### src/rtl/toast_malu_sequencer_pkg.sv
// Shared definitions for the MALU issue/completion sequencer: FSM encoding,
// status bit positions and the custom opcode that routes instructions here.
package toast_malu_sequencer_pkg;

   typedef enum logic [2:0] {
      ST_IDLE  = 3'd0,
      ST_ISSUE = 3'd1,
      ST_WAIT  = 3'd2,
      ST_WB    = 3'd3,
      ST_ERROR = 3'd4
   } malu_state_e;

   localparam int MALU_ST_BUSY = 0;
   localparam int MALU_ST_FULL = 1;
   localparam int MALU_ST_ERR  = 2;

   localparam logic [6:0] OPCODE_MCUSTOM = 7'b0001011;

endpackage

### src/rtl/toast_malu_cmd_fifo.sv
// Command queue: push is visible at the head the next cycle; pushes while
// full and pops while empty are ignored, clr_i empties the queue at once.
module toast_malu_cmd_fifo #(
   parameter int WIDTH = 8,
   parameter int DEPTH = 4
) (
   input  logic                    clk_i,
   input  logic                    resetn_i,
   input  logic                    clr_i,
   input  logic                    push_i,
   input  logic [WIDTH-1:0]        push_dat_i,
   input  logic                    pop_i,
   output logic [WIDTH-1:0]        pop_dat_o,
   output logic [$clog2(DEPTH):0]  count_o,
   output logic                    full_o,
   output logic                    empty_o
);

   localparam int AW = $clog2(DEPTH);
   localparam logic [AW:0] FULL_CNT = (AW+1)'(DEPTH);

   logic [AW-1:0]    wr_ptr_q, wr_ptr_d;
   logic [AW-1:0]    rd_ptr_q, rd_ptr_d;
   logic [AW:0]      count_q, count_d;
   logic [WIDTH-1:0] mem_q [DEPTH];
   logic             push_ok, pop_ok;

   assign full_o    = (count_q == FULL_CNT);
   assign empty_o   = (count_q == '0);
   assign count_o   = count_q;
   assign pop_dat_o = mem_q[rd_ptr_q];
   assign push_ok   = push_i && !full_o;
   assign pop_ok    = pop_i && !empty_o;

   always_comb begin
      wr_ptr_d = wr_ptr_q;
      rd_ptr_d = rd_ptr_q;
      count_d  = count_q;
      if (clr_i) begin
         wr_ptr_d = '0;
         rd_ptr_d = '0;
         count_d  = '0;
      end else begin
         if (push_ok) wr_ptr_d = wr_ptr_q + AW'(1);
         if (pop_ok)  rd_ptr_d = rd_ptr_q + AW'(1);
         // Pointers wrap naturally because DEPTH is a power of two.
         case ({push_ok, pop_ok})
            2'b10:   count_d = count_q + (AW+1)'(1);
            2'b01:   count_d = count_q - (AW+1)'(1);
            default: count_d = count_q;
         endcase
      end
   end

   always_ff @(posedge clk_i or negedge resetn_i) begin
      if (!resetn_i) begin
         wr_ptr_q <= '0;
         rd_ptr_q <= '0;
         count_q  <= '0;
      end else begin
         wr_ptr_q <= wr_ptr_d;
         rd_ptr_q <= rd_ptr_d;
         count_q  <= count_d;
      end
   end

   always_ff @(posedge clk_i) begin
      if (push_ok) mem_q[wr_ptr_q] <= push_dat_i;
   end

endmodule

### src/rtl/toast_malu_sequencer.sv
// Queues custom ALU commands and issues them one at a time (ID pulse to cmd_valid: 2 cycles);
// cmd_valid holds until ready, wb_req holds until grant, overflowing enqueues are dropped and flagged.
module toast_malu_sequencer
   import toast_malu_sequencer_pkg::*;
#(
   parameter int REG_DATA_WIDTH     = 32,
   parameter int REGFILE_ADDR_WIDTH = 5,
   parameter int QDEPTH             = 4,
   parameter int FUNCT_WIDTH        = 10,
   parameter int TIMEOUT_CYCLES     = 1024
) (
   input  logic                          clk_i,
   input  logic                          resetn_i,
   input  logic                          ID_en_i,
   input  logic                          flush_i,
   input  logic [FUNCT_WIDTH-1:0]        ID_funct_i,
   input  logic [REG_DATA_WIDTH-1:0]     ID_rs1_data_i,
   input  logic [REG_DATA_WIDTH-1:0]     ID_rs2_data_i,
   input  logic [REGFILE_ADDR_WIDTH-1:0] ID_rd_addr_i,
   output logic [2:0]                    status_o,
   output logic                          malu_cmd_valid_o,
   input  logic                          malu_cmd_ready_i,
   output logic [FUNCT_WIDTH-1:0]        malu_funct_o,
   output logic [REG_DATA_WIDTH-1:0]     malu_op1_o,
   output logic [REG_DATA_WIDTH-1:0]     malu_op2_o,
   input  logic                          malu_done_i,
   input  logic [REG_DATA_WIDTH-1:0]     malu_result_i,
   output logic                          wb_req_o,
   input  logic                          wb_gnt_i,
   output logic [REGFILE_ADDR_WIDTH-1:0] wb_rd_addr_o,
   output logic [REG_DATA_WIDTH-1:0]     wb_data_o,
   input  logic                          err_clr_i
);

   localparam int CMD_W = FUNCT_WIDTH + 2*REG_DATA_WIDTH + REGFILE_ADDR_WIDTH;
   localparam int CW    = $clog2(QDEPTH) + 1;
   localparam int TW    = $clog2(TIMEOUT_CYCLES);
   localparam logic [TW-1:0] TMO_LAST = TW'(TIMEOUT_CYCLES - 1);

   malu_state_e                   state_q, state_d;
   logic [TW-1:0]                 tmo_q, tmo_d;
   logic                          err_q, err_d;
   logic [REGFILE_ADDR_WIDTH-1:0] rd_q, rd_d;
   logic [REG_DATA_WIDTH-1:0]     res_q, res_d;

   logic [CMD_W-1:0]              fifo_head;
   logic [CW-1:0]                 fifo_cnt;
   logic                          fifo_full, fifo_empty;
   logic                          fifo_push, fifo_pop, fifo_clr;
   logic                          enq_req, overflow;

   logic [FUNCT_WIDTH-1:0]        head_funct;
   logic [REG_DATA_WIDTH-1:0]     head_op1, head_op2;
   logic [REGFILE_ADDR_WIDTH-1:0] head_rd;

   assign {head_funct, head_op1, head_op2, head_rd} = fifo_head;

   // The queue is frozen while in ERROR until software clears it.
   assign enq_req   = ID_en_i && !flush_i && (state_q != ST_ERROR);
   assign fifo_push = enq_req && !fifo_full;
   assign overflow  = enq_req && fifo_full;
   assign fifo_pop  = (state_q == ST_ISSUE) && malu_cmd_ready_i;
   assign fifo_clr  = (state_q == ST_ERROR) && err_clr_i;

   toast_malu_cmd_fifo #(
      .WIDTH (CMD_W),
      .DEPTH (QDEPTH)
   ) u_cmd_fifo (
      .clk_i      (clk_i),
      .resetn_i   (resetn_i),
      .clr_i      (fifo_clr),
      .push_i     (fifo_push),
      .push_dat_i ({ID_funct_i, ID_rs1_data_i, ID_rs2_data_i, ID_rd_addr_i}),
      .pop_i      (fifo_pop),
      .pop_dat_o  (fifo_head),
      .count_o    (fifo_cnt),
      .full_o     (fifo_full),
      .empty_o    (fifo_empty)
   );

   always_comb begin
      state_d = state_q;
      tmo_d   = tmo_q;
      err_d   = err_q;
      rd_d    = rd_q;
      res_d   = res_q;
      if (err_clr_i) err_d = 1'b0;
      if (overflow)  err_d = 1'b1;
      case (state_q)
         ST_IDLE: begin
            if (!fifo_empty) state_d = ST_ISSUE;
         end
         ST_ISSUE: begin
            if (malu_cmd_ready_i) begin
               rd_d    = head_rd;
               tmo_d   = '0;
               state_d = ST_WAIT;
            end
         end
         ST_WAIT: begin
            // A completion arriving on the last allowed cycle still counts.
            if (malu_done_i) begin
               res_d = malu_result_i;
               if (rd_q != '0)       state_d = ST_WB;
               else if (!fifo_empty) state_d = ST_ISSUE;
               else                  state_d = ST_IDLE;
            end else if (tmo_q == TMO_LAST) begin
               err_d   = 1'b1;
               state_d = ST_ERROR;
            end else begin
               tmo_d = tmo_q + TW'(1);
            end
         end
         ST_WB: begin
            if (wb_gnt_i) state_d = fifo_empty ? ST_IDLE : ST_ISSUE;
         end
         ST_ERROR: begin
            if (err_clr_i) state_d = ST_IDLE;
         end
         default: state_d = ST_IDLE;
      endcase
   end

   always_ff @(posedge clk_i or negedge resetn_i) begin
      if (!resetn_i) begin
         state_q <= ST_IDLE;
         tmo_q   <= '0;
         err_q   <= 1'b0;
         rd_q    <= '0;
         res_q   <= '0;
      end else begin
         state_q <= state_d;
         tmo_q   <= tmo_d;
         err_q   <= err_d;
         rd_q    <= rd_d;
         res_q   <= res_d;
      end
   end

   always_comb begin
      status_o               = '0;
      status_o[MALU_ST_BUSY] = !fifo_empty || (state_q != ST_IDLE);
      status_o[MALU_ST_FULL] = (fifo_cnt == CW'(QDEPTH));
      status_o[MALU_ST_ERR]  = err_q;
   end

   // Payload outputs are gated so that they read zero outside their phase.
   assign malu_cmd_valid_o = (state_q == ST_ISSUE);
   assign malu_funct_o     = malu_cmd_valid_o ? head_funct : '0;
   assign malu_op1_o       = malu_cmd_valid_o ? head_op1   : '0;
   assign malu_op2_o       = malu_cmd_valid_o ? head_op2   : '0;
   assign wb_req_o         = (state_q == ST_WB);
   assign wb_rd_addr_o     = wb_req_o ? rd_q  : '0;
   assign wb_data_o        = wb_req_o ? res_q : '0;

endmodule

### config.mk
export PLATFORM = sky130hd
export DESIGN_NAME = toast_malu_sequencer
export DESIGN_NICKNAME = d
export VERILOG_FILES = /design/src/rtl/toast_malu_sequencer_pkg.sv /design/src/rtl/toast_malu_cmd_fifo.sv /design/src/rtl/toast_malu_sequencer.sv
export SDC_FILE = /design/constraint.sdc
export NUM_CORES = 1
export LEC_CHECK = 0
export BUFFER_PORTS_ARGS = -buffer_cell sky130_fd_sc_hd__buf_2
export CAP_MARGIN = 0
export CORE_AREA = 3 3 187 189
export DETAILED_ROUTE_END_ITERATION = 10
export DIE_AREA = 0 0 190 192
export GPL_TIMING_DRIVEN = 0
export PLACE_DENSITY = 0.64
export SYNTH_ARGS = -nofsm -noshare
export SYNTH_HDL_FRONTEND = slang
export SYNTH_HIERARCHICAL = 1
export SYNTH_SLANG_ARGS = --single-unit
### constraint.sdc
create_clock -name clk_i -period 11.5 [get_ports clk_i]
set_clock_uncertainty 0.1 [all_clocks]
set_input_delay 0.575 -clock clk_i [delete_from_list [all_inputs] [get_ports clk_i]]
set_output_delay 0.575 -clock clk_i [all_outputs]
set_load 0.01 [all_outputs]
---- Word-level counts from Yosys, hierarchy flattened ----
Memories as Yosys holds them, arrays and structs flattened.
Cells that the tools add are included.
W data, S select, Z words.
word-level totals
  register bits after elaboration ......... 58
  RAM bits ................................ 316
  output and inout port bits .............. 116
  logic and storage cells ................. 85
  memories ................................ 1
cells by class
  add/subtract/negate cells ............... 5
  equality and inequality tests ........... 16
  muxes and demuxes ....................... 31
  reduce and logical (&&, ||, !) cells .... 24
memory list
  memory            words  width  read ports  clocked after Yosys merged registers in  write ports  RTL line                   source
  u_cmd_fifo.mem_q  4      79     1           0                                        1            toast_malu_cmd_fifo.sv:25  logic [WIDTH-1:0] mem_q [DEPTH];
operators by type and width
  cell                     number
  $mux W32                 3
  $mux W10                 4
  $mux W3                  7
  $pmux W10 S2             1
  $pmux W3 S5              1
  $add A10 B1 Y10 const B  1
  $eq A10 B10 Y1 const B   1
  $mux W2                  5
  $logic_and A1 B1 Y1      8
  $mux W1                  8
  $ne A2 B2 Y1 const B     4
  $eq A3 B2 Y1 const B     2
  $eq A3 B3 Y1 const B     2
  $logic_not A3 Y1         2
  $ne A3 B3 Y1 const B     2
  $pmux W3 S2              1
  $reduce_bool A2 Y1       3
  $reduce_bool A3 Y1       2
  $mux W5                  1
  $reduce_and A5 Y1        1
  $reduce_bool A5 Y1       1
  $add A2 B1 Y2 const B    2
  $ne A2 B1 Y1 const B     2
  $reduce_and A2 Y1        2
  8 further kinds          10

---- Logic depth before layout (Yosys ltp) ----
Gate-level depths: netlist (run 1).
  depth in word-level cells ............... 8
  mapped depth ............................ 10
  mapped depth without buffers ............ 8

---- Cells and area by module ----
Netlist (run 1), hierarchy kept.
by module, submodules not included
  module                instances  cells each  area an instance (sq um)  seq. area each (sq um)
  toast_malu_cmd_fifo   1          473         11969.0                   9664.3
  toast_malu_sequencer  1          312         2997.9                    1276.2

---- Least setup slack after synthesis (run 1) ----
Ideal clock, no wire load.
  path type ............................... register to register
  from .................................... register state_q[2]
  to ...................................... memory u_cmd_fifo/mem_q[0][0] (netlist name) (enable)
  setup time .............................. 446 ps
  arrival ................................. 3356 ps
  slack ................................... 7598 ps
  stages on the path, launching flop included .. 8
  path buffers ............................ 2
  period minus slack after synthesis ...... 3902 ps
  path through ............................ dfrtp_1 > clkbuf_1 > nor3b_1 > nor3b_1 > nor2b_1 > buf_2 > a21boi_2 > and2_1
on the way
  word-level cells in the longest chain between the ends .. 6
RTL lines
  what                           RTL line                     source
  start: declaration             toast_malu_sequencer.sv:40   malu_state_e state_q, state_d;
  start signal: assignment       toast_malu_sequencer.sv:132  state_q <= state_d;
  $ne A3 B3 Y1                   toast_malu_sequencer.sv:59   assign enq_req = ID_en_i && !flush_i && (state_q != ST_ERROR);
  $logic_and A1 B1 Y1            toast_malu_sequencer.sv:59
  $logic_and A1 B1 Y1            toast_malu_sequencer.sv:60   assign fifo_push = enq_req && !fifo_full;
  via fifo_push                  toast_malu_sequencer.sv:49   logic fifo_push, fifo_pop, fifo_clr;
  $logic_and A1 B1 Y1            toast_malu_cmd_fifo.sv:32    assign push_ok = push_i && !full_o;
  $mux W1                        toast_malu_cmd_fifo.sv:68    if (push_ok) mem_q[wr_ptr_q] <= push_dat_i;
  $mux W1 (not written as such)  toast_malu_cmd_fifo.sv:68
  end: declaration               toast_malu_cmd_fifo.sv:25
The timed path passes the listed nets, and every way through them passes these cells.

---- Worst setup path after layout (run 1) ----
  from .................................... register state_q[2]
  to ...................................... output malu_op1_o[18]
on the way
  word-level cells in the longest chain between the ends .. 2
RTL lines
  what              RTL line                     source
  $eq A3 B1 Y1      toast_malu_sequencer.sv:148  assign malu_cmd_valid_o = (state_q == ST_ISSUE);
  $mux W32          toast_malu_sequencer.sv:150  assign malu_op1_o = malu_cmd_valid_o ? head_op1 : '0;
  end: declaration  toast_malu_sequencer.sv:24   output logic [REG_DATA_WIDTH-1:0] malu_op1_o,
No other way between the ends.

==> insert_results.sql, run 1 <==
INSERT INTO impl_metrics (metric_group, metric, value, unit) VALUES
('job', 'timing.max_cap.violations', '0', ''),
('critical_path', 'worst_setup_path_start_kind', 'flop', ''),
('logic_synthesis', 'ys_seq_elements', '374', ''),
('timing', 'maxSlewViolCount', '0', ''),
('route', 'remaining_routing_drc_violations', '0', ''),
('floorplanning', 'io-pin-count', '235', ''),
('timing', 'rsz0062_at_grt', 'false', ''),
('finish', 'syn2layout_area_growth', '20.5', '%'),
('power', 'static_leakage_power', '6.70', 'nW'),
('placement', 'finalWeightedCongestion', '0.743', ''),
('cts', 'cts.sinks', '374', ''),
('logic_synthesis', 'post_synth_mux_area_share', '0.145', ''),
('power', 'p_clk_frac', '0.273', ''),
('logic_synthesis', 'synth.area.top_cells', 'sky130_fd_sc_hd__edfxtp_1, sky130_fd_sc_hd__mux4_2, sky130_fd_sc_hd__dfrtp_1', ''),
('placement', 'dp_worst_setup_slack', '7.47', 'ns'),
('critical_path', 'crit_chain', 'clkbuf_1 -> nor3b_1 -> clkbuf_1 -> clkbuf_1 -> and2_1 -> buf_2', ''),
('logic_synthesis', 'netlist_area', '15000', 'um^2'),
('cts', 'cts.path.max_buffers', '3', ''),
('power', 'worst_vdd_rail_ir_drop', '0.151', 'mV'),
('cts', 'cts.repair.resized', '0', ''),
('finish', 'layout.nets', '1191', ''),
('grt', 'wire_length_of_the_first_global_routing_pass', '48000', 'um'),
('placement', 'hpwl', '20000', 'um'),
('timing', 'hold_slack', '0.0175', 'ns'),
('power', 'share_of_total_power_in_sequential_cells', '0.406', ''),
('power', 'power.net_switching', '0.00130', 'W'),
('logic_synthesis', 'synth_top_family_by_area', 'multiplexers', ''),
('finish', 'multi_input_comb_area', '3740', 'um^2'),
('power', 'power.switching_fraction', '0.301', ''),
('timing', 'timing.final.hold_violations', '0', ''),
('timing', 'achievable-frequency', '233', 'MHz'),
('floorplanning', 'cell_row_count', '67', ''),
('logic_synthesis', 'adder_cell_share_of_the_synthesized_area', '0.00552', ''),
('finish', 'sequential_cell_area', '10900', 'um^2'),
('logic_synthesis', 'synthesis.yosys.warnings', '6', ''),
('grt', 'grtUsageTotal', '0.171', ''),
('logic_synthesis', 'synthesized_netlist_net_count', '910', ''),
('logic_synthesis', 'netlist_instances', '785', ''),
('critical_path', 'worstPathBufferInverterCount', '4', ''),
('cts', 'cts_made_buffers', '41', ''),
('timing', 'worst-slew-pin-transition', '1.11', 'ns'),
('floorplanning', 'die_width', '190', 'um'),
('critical_path', 'cells_on_worst_reg2reg_path', '10', ''),
('placement', 'dpl_cell_area', '16800', 'um^2'),
('floorplanning', 'floorplan.core_area', '33400', 'um^2'),
('critical_path', 'timing.rr.end', 'u_cmd_fifo/count_o[1]$_DFFE_PN0P_', ''),
('floorplanning', 'die_area', '36500', 'um^2'),
('finish', 'fraction_of_layout_instances_using_a_drive_strength_above_1', '0.403', ''),
('timing', 'fin_crit_sh', '0.374', ''),
('critical_path', 'cpMostUsedCell', 'sky130_fd_sc_hd__clkbuf_1', ''),
('route', 'drc_marker_count_from_the_first_detailed_route_iteration', '425', ''),
('cts', 'cts.hold.buffers_added', '0', ''),
('grt', 'initial_antenna_violation_count', '11', ''),
('cts', 'cts_tree', 'done', ''),
('critical_path', 'critical_path.slowest_cell', 'sky130_fd_sc_hd__nor3b_1', ''),
('finish', 'layout.cell_area.non_filler', '18000', 'um^2'),
('critical_path', 'reg2reg_from', 'state_q[2]$_DFFE_PN0P_', ''),
('run_status', 'run_status', 'complete, no violations', ''),
('timing', 'worst_slew_margin_rel', '0.258', ''),
('route', 'via_count', '7966', ''),
('logic_synthesis', 'fraction_of_registers_with_async_set_or_reset_after_synthesis', '0.155', ''),
('placement', 'place.port_buffers', '234', ''),
('critical_path', 'register_to_register_setup_slack', '7.71', 'ns'),
('logic_synthesis', 'yosys.cell_types.count', '52', ''),
('cts', 'htree_levels', '2', ''),
('timing', 'finalSetupViolCount', '0', ''),
('critical_path', 'timing.critical_path.required', '10.83', 'ns'),
('route', 'vias_per_cell', '5.16', ''),
('hold_path', 'hold_path.class', 'primary input to async pin', ''),
('power', 'power_density', '240', 'nW/um^2'),
('floorplanning', 'initial_core_util', '0.447', '');
==> kinds of logic (layout without fill, tap and decap cells) <==
kind of cell,Yosys count,after routing
DFF,374,374
and+or+nand+nor,195,195
muxes,114,114
buffers and inverters,50,361
AOI/OAI and AO/OA,43,43
adders and majority gates,6,6
xor gates and xnor gates,3,3
other,0,1
==> cell type report <==
type / count / area share
Antenna cell: 1 / 0.000139
Buffer: 43 / 0.0148
Clock buffer: 51 / 0.0601
Clock inverter: 22 / 0.00728
Inverter: 7 / 0.00146
Multi-Input combinational cell: 361 / 0.207
Sequential cell: 374 / 0.606
Tap cell: 448 / 0.0311
Timing Repair Buffer: 238 / 0.0712
==> cell usage after synthesis (all sizes together) (3+ instances only) <==
cell type	instances
ha	5
dfrtp	58
or4	3
a31oi	3
o21ai	10
nor2	10
nand3	7
mux2	32
buf	26
nor2b	3
nor3b	6
o31ai	3
edfxtp	316
and2	118
or3	4
a21oi	11
nand2b	5
inv	7
mux2i	3
nand2	26
nand4	3
mux4	79
clkbuf	17
==> worst register-to-register path: cells and delay by family (launching register included) <==
| family | cells | cell delay [ns] |
|---|---|---|
| AO/OA/AOI/OAI | 3 | 0.48 |
| buffers and inverters | 3 | 0.79 |
| adder cells (fa/ha/maj) | 1 | 0.45 |
| flip-flops | 1 | 0.38 |
| AND/OR/NAND/NOR | 3 | 1.48 |
==> metrics by stage <==
step / instances / total power [W]
2_1_floorplan: 785 / 0.00272
3_3_place_gp: 1467 / 0.00320
3_5_place_dp: 1471 / 0.00321
4_1_cts: 1544 / 0.00440
5_1_grt: 1545 / 0.00459
6_report: 1545 / 0.00432
==> cell usage in the layout (no fill, tap or decap), types with 4 or more instances in the layout <==
cell type                     n
sky130_fd_sc_hd__a21oi_1     11
sky130_fd_sc_hd__and2_1     114
sky130_fd_sc_hd__and2_4       4
sky130_fd_sc_hd__buf_16       4
sky130_fd_sc_hd__buf_2      246
sky130_fd_sc_hd__buf_6       11
sky130_fd_sc_hd__clkbuf_1    26
sky130_fd_sc_hd__clkbuf_16   42
sky130_fd_sc_hd__clkinv_1    10
sky130_fd_sc_hd__clkinv_2     7
sky130_fd_sc_hd__dfrtp_1     58
sky130_fd_sc_hd__edfxtp_1   316
sky130_fd_sc_hd__ha_1         5
sky130_fd_sc_hd__inv_1        7
sky130_fd_sc_hd__mux2_2      32
sky130_fd_sc_hd__mux4_2      79
sky130_fd_sc_hd__nand2_1     26
sky130_fd_sc_hd__nand2b_1     5
sky130_fd_sc_hd__nand3_1      7
sky130_fd_sc_hd__nor2_1      10
sky130_fd_sc_hd__nor3b_1      6
sky130_fd_sc_hd__o21ai_0      8
sky130_fd_sc_hd__or3_1        4
==> per-layer routing <==
layer,part of all wire,up-vias,global-route usage
li1,-,3634,-
met1,0.40,3991,0.211
met2,0.49,252,0.289
met3,0.087,69,0.0600
met4,0.016,20,0.0426
met5,0.0041,-,0
==> flip-flops by register name, summed over array words and instances (netlist names) <==
| register | flops |
|---|---|
| u_cmd_fifo/mem_q | 316 |
| res_q | 32 |
| tmo_q | 10 |
| rd_q | 5 |
| state_q | 3 |
| u_cmd_fifo/count_o | 3 |
| u_cmd_fifo/rd_ptr_q | 2 |
| u_cmd_fifo/wr_ptr_q | 2 |
| err_q | 1 |
==> power by group through the flow <==
stage / logic, W / registers [W] / clock network (W)
floorplan: 0.000948 / 0.00177 / 0
finish: 0.00139 / 0.00176 / 0.00118
global route: 0.00153 / 0.00178 / 0.00128
global placement: 0.00140 / 0.00180 / 0
CTS: 0.00143 / 0.00176 / 0.00122
detailed placement: 0.00142 / 0.00178 / 0
==> worst max path at each step <==
stage          slack [ns]                                end                    from  cells after the start
2_1_floorplan        7.60   u_cmd_fifo/mem_q[0][0]$_DFFE_PP_  state_q[2]$_DFFE_PN0P_                      7
3_3_place_gp         5.78  u_cmd_fifo/mem_q[0][32]$_DFFE_PP_  state_q[1]$_DFFE_PN0P_                      7
3_5_place_dp         7.47                     malu_op1_o[19]  state_q[2]$_DFFE_PN0P_                      6
4_1_cts              6.90                     malu_op1_o[18]  state_q[2]$_DFFE_PN0P_                      6
5_1_grt              6.78                     malu_op1_o[22]  state_q[2]$_DFFE_PN0P_                      6
6_report             7.20                     malu_op1_o[18]  state_q[2]$_DFFE_PN0P_                      6
No activity file was read; power rests on OpenSTA's default activity.
==> run 2, diff against run 1 <==
==> constraint.sdc (replaced) <==
create_clock -name clk_i -period 4.4 [get_ports clk_i]
set_clock_uncertainty 0.1 [all_clocks]
set_input_delay 0.22 -clock clk_i [delete_from_list [all_inputs] [get_ports clk_i]]
set_output_delay 0.22 -clock clk_i [all_outputs]
set_load 0.01 [all_outputs]
==> run 2 against run 1 <==
Compared with the run above: critical path depth is the same; final cell count rose by 7.6%; count of clock-buffer cells in the layout is the same; sequential share of layout area shrank 3.7 points; non-clock buffer count up 116; final area grew 6.5%; power rose to 2.6 times the previous value; sequential power increased to 2.6 times the previous value; via count increased by 5.4%.
==> insert_results.sql, run 2 (same netlist as run 1, synthesis figures left out) <==
INSERT INTO impl_metrics (metric_group, metric, value, unit) VALUES
('run_status', 'run_status', 'complete, no violations', ''),
('grt', 'gr-total-overflow', '0', ''),
('cts', 'htree_levels', '2', ''),
('critical_path', 'timing.critical_path.required', '4.08', 'ns'),
('finish', 'layout.nets', '1307', ''),
('cts', 'clock_latency', '0.53', 'ns'),
('floorplanning', 'cell_row_count', '67', ''),
('critical_path', 'critical-path-top-delay-family', 'buffers and inverters', ''),
('cts', 'cts_made_buffers', '41', ''),
('finish', 'largest_register_ffs', '316', ''),
('power', 'power_density', '594', 'nW/um^2'),
('timing', 'totalNegativeSetupSlack', '0', 'ns'),
('power', 'power.total', '0.0114', 'W'),
('grt', 'grtUsageTotal', '0.177', ''),
('cts', 'cts.sinks', '374', ''),
('finish', 'syn2layout_area_growth', '28.3', '%'),
('grt', 'initial_antenna_violation_count', '2', ''),
('grt', 'wire_length_of_the_first_global_routing_pass', '50400', 'um'),
('finish', 'mostFrequentLayoutCell', 'sky130_fd_sc_hd__edfxtp_1', ''),
('cts', 'cell_at_the_root_of_the_clock_tree', 'sky130_fd_sc_hd__clkbuf_16', ''),
('timing', 'finalSetupViolCount', '0', ''),
('placement', 'dpl_cell_area', '16800', 'um^2'),
('critical_path', 'cp_max_fo', '10', ''),
('finish', 'layout.cell_area.non_filler', '19200', 'um^2'),
('timing', 'final_period_minus_worst_setup_slack', '3.96', 'ns'),
('floorplanning', 'die_height', '192', 'um'),
('critical_path', 'critical_path_type', 'flop to output port', ''),
('floorplanning', 'die_width', '190', 'um'),
('timing', 'worst_slew_margin_rel', '0.253', ''),
('critical_path', 'worst-endpoint-arrival', '3.64', 'ns'),
('route', 'drc_marker_count_from_the_first_detailed_route_iteration', '434', ''),
('placement', 'placed_cells', '1471', ''),
('critical_path', 'timing.rr.end', 'u_cmd_fifo/count_o[1]$_DFFE_PN0P_', ''),
('finish', 'final-instance-count-excl-fill', '1662', ''),
('cts', 'cts_tree', 'done', ''),
('finish', 'final_core_util', '0.574', ''),
('critical_path', 'register_to_register_setup_slack', '0.60', 'ns'),
('finish', 'reg_top3', 'u_cmd_fifo/mem_q x316, res_q x32, tmo_q x10', ''),
('timing', 'worst-slew-pin-transition', '1.12', 'ns'),
('critical_path', 'worst_setup_path_start_kind', 'flop', ''),
('critical_path', 'worstPathBufferInverterCount', '4', ''),
('job', 'timing.max_cap.violations', '0', ''),
('route', 'routed_wirelength', '32300', 'um'),
('placement', 'finalWeightedCongestion', '0.743', ''),
('finish', 'layout_common_cells', 'sky130_fd_sc_hd__edfxtp_1, sky130_fd_sc_hd__buf_2, sky130_fd_sc_hd__dlygate4sd3_1', ''),
('critical_path', 'cpMostUsedCell', 'sky130_fd_sc_hd__clkbuf_1', ''),
('route', 'vias_per_cell', '5.05', ''),
('finish', 'fraction_of_layout_instances_using_a_drive_strength_above_1', '0.365', ''),
('timing', 'maxSlewViolCount', '0', ''),
('cts', 'cts.path.max_buffers', '3', ''),
('critical_path', 'max_stage_delay', '0.95', 'ns'),
('critical_path', 'crit_chain', 'clkbuf_1 -> nor3b_1 -> clkbuf_1 -> clkbuf_1 -> and2_1 -> buf_2', ''),
('critical_path', 'reg2reg_from', 'state_q[2]$_DFFE_PN0P_', ''),
('floorplanning', 'io-pin-count', '235', ''),
('hold_path', 'hold_start', 'malu_done_i', ''),
('placement', 'place.port_buffers', '234', ''),
('timing', 'timing.final.hold_violations', '0', ''),
('route', 'via_count', '8398', ''),
('power', 'worst_vdd_rail_ir_drop', '0.433', 'mV'),
('critical_path', 'cp-end-kind', 'output port', ''),
('floorplanning', 'initial_core_util', '0.447', ''),
('route', 'detail_route.wl_per_cell', '19.4', 'um'),
('timing', 'fin_crit_sh', '0.901', ''),
('cts', 'cts.reportedPaths.clkPinSlew', '0.06', 'ns'),
('floorplanning', 'die_area', '36500', 'um^2'),
('route', 'antenna_left', '0', ''),
('hold_path', 'worst_hold_path.num_cells', '4', ''),
('power', 'static_leakage_power', '7.19', 'nW'),
('critical_path', 'cells_on_worst_reg2reg_path', '10', ''),
('timing', 'achievable-frequency', '252', 'MHz'),
('critical_path', 'critical_path.slowest_cell', 'sky130_fd_sc_hd__nor3b_1', ''),
('hold_path', 'hold_path.class', 'primary input to flop', ''),
('timing', 'rsz0062_at_grt', 'false', ''),
('grt', 'pin_count_of_the_biggest_net_entering_global_routing', '59', ''),
('grt', 'first_global_vias', '8959', ''),
('route', 'drtPass1Iterations', '6', ''),
('placement', 'hpwl', '20000', 'um'),
('floorplanning', 'floorplan.core_area', '33400', 'um^2'),
('hold_path', 'min_to', 'state_q[2]$_DFFE_PN0P_', ''),
('finish', 'largest_register', 'u_cmd_fifo/mem_q', ''),
('route', 'remaining_routing_drc_violations', '0', '');
[run 2: changes by cell type in the layout (fill, tap and decap cells not counted), sizes merged]
cell         delta
dlygate4sd3   +116
diode           +1
[run 2: power breakdown]
| group | total, W | internal [W] | switching, W | leakage, nW |
|---|---|---|---|---|
| clock | 0.00309 | 0.00176 | 0.00134 | 0.588 |
| combinational | 0.00373 | 0.00181 | 0.00192 | 3.02 |
| sequential | 0.00459 | 0.00441 | 0.000183 | 3.58 |
[run 2: routing by layer]
metal / up-vias / share of wire / GRT usage
met5: - / 0 / 0
met4: 0 / 0.016 / 0.0404
met2: 272 / 0.49 / 0.307
met1: 4208 / 0.41 / 0.222
li1: 3870 / - / -
met3: 48 / 0.076 / 0.0511
[run 2: cell type report]
class	instances	area [um^2]
diodes	2	5.00
fillers	2586	14200
clock inverters	22	131
plain buffers	43	268
repair buffers	354	2440
inverters	7	26.3
clock buffers	51	1080
well taps	448	561
multi-input cells	361	3740
flip-flops and latches	374	10900
[run 2: what timing repair did]
item	in CTS	in global routing
buffers inserted	0	0
hold buffers	116	0
endpoints found under the setup margin	0	0
hold endpoints to repair	409	0
gates resized for setup	0	0
[run 2: worst reg2reg max path: stages, from the launching register on]
cell                       delay, ns
sky130_fd_sc_hd__dfrtp_1        0.38
sky130_fd_sc_hd__clkbuf_1       0.21
sky130_fd_sc_hd__nor3b_1        0.95
sky130_fd_sc_hd__nand2_1        0.46
sky130_fd_sc_hd__inv_1          0.22
sky130_fd_sc_hd__buf_2          0.35
sky130_fd_sc_hd__o21ai_2        0.14
sky130_fd_sc_hd__a21oi_1        0.18
sky130_fd_sc_hd__fa_1           0.45
sky130_fd_sc_hd__a31oi_1        0.16
sky130_fd_sc_hd__nor3_1         0.07
[run 2: how the worst max path moves through the flow]
| stage | start | endpoint | slack, ns | depth (start not counted) |
|---|---|---|---|---|
| after detailed placement | state_q[2]$_DFFE_PN0P_ | u_cmd_fifo/count_o[1]$_DFFE_PN0P_ | 0.42 | 10 |
| after CTS | state_q[2]$_DFFE_PN0P_ | malu_op1_o[18] | 0.15 | 6 |
| after global routing | state_q[2]$_DFFE_PN0P_ | malu_op1_o[18] | 0.02 | 6 |
| after global placement | state_q[1]$_DFFE_PN0P_ | u_cmd_fifo/mem_q[0][32]$_DFFE_PP_ | -1.32 | 7 |
| after floorplan | state_q[2]$_DFFE_PN0P_ | u_cmd_fifo/mem_q[1][0]$_DFFE_PP_ | 0.50 | 7 |
| final | state_q[2]$_DFFE_PN0P_ | malu_op1_o[18] | 0.44 | 6 |
[run 2: stage by stage]
| stage | setup slack [ns] | hold WS (ns) |
|---|---|---|
| finish | 0.435 | 0.0583 |
| floorplan | 0.498 | -0.176 |
| global placement | -1.32 | 0.333 |
| global route | 0.0223 | 0.0571 |
| detailed placement | 0.421 | 0.335 |
| CTS | 0.151 | 0.0327 |
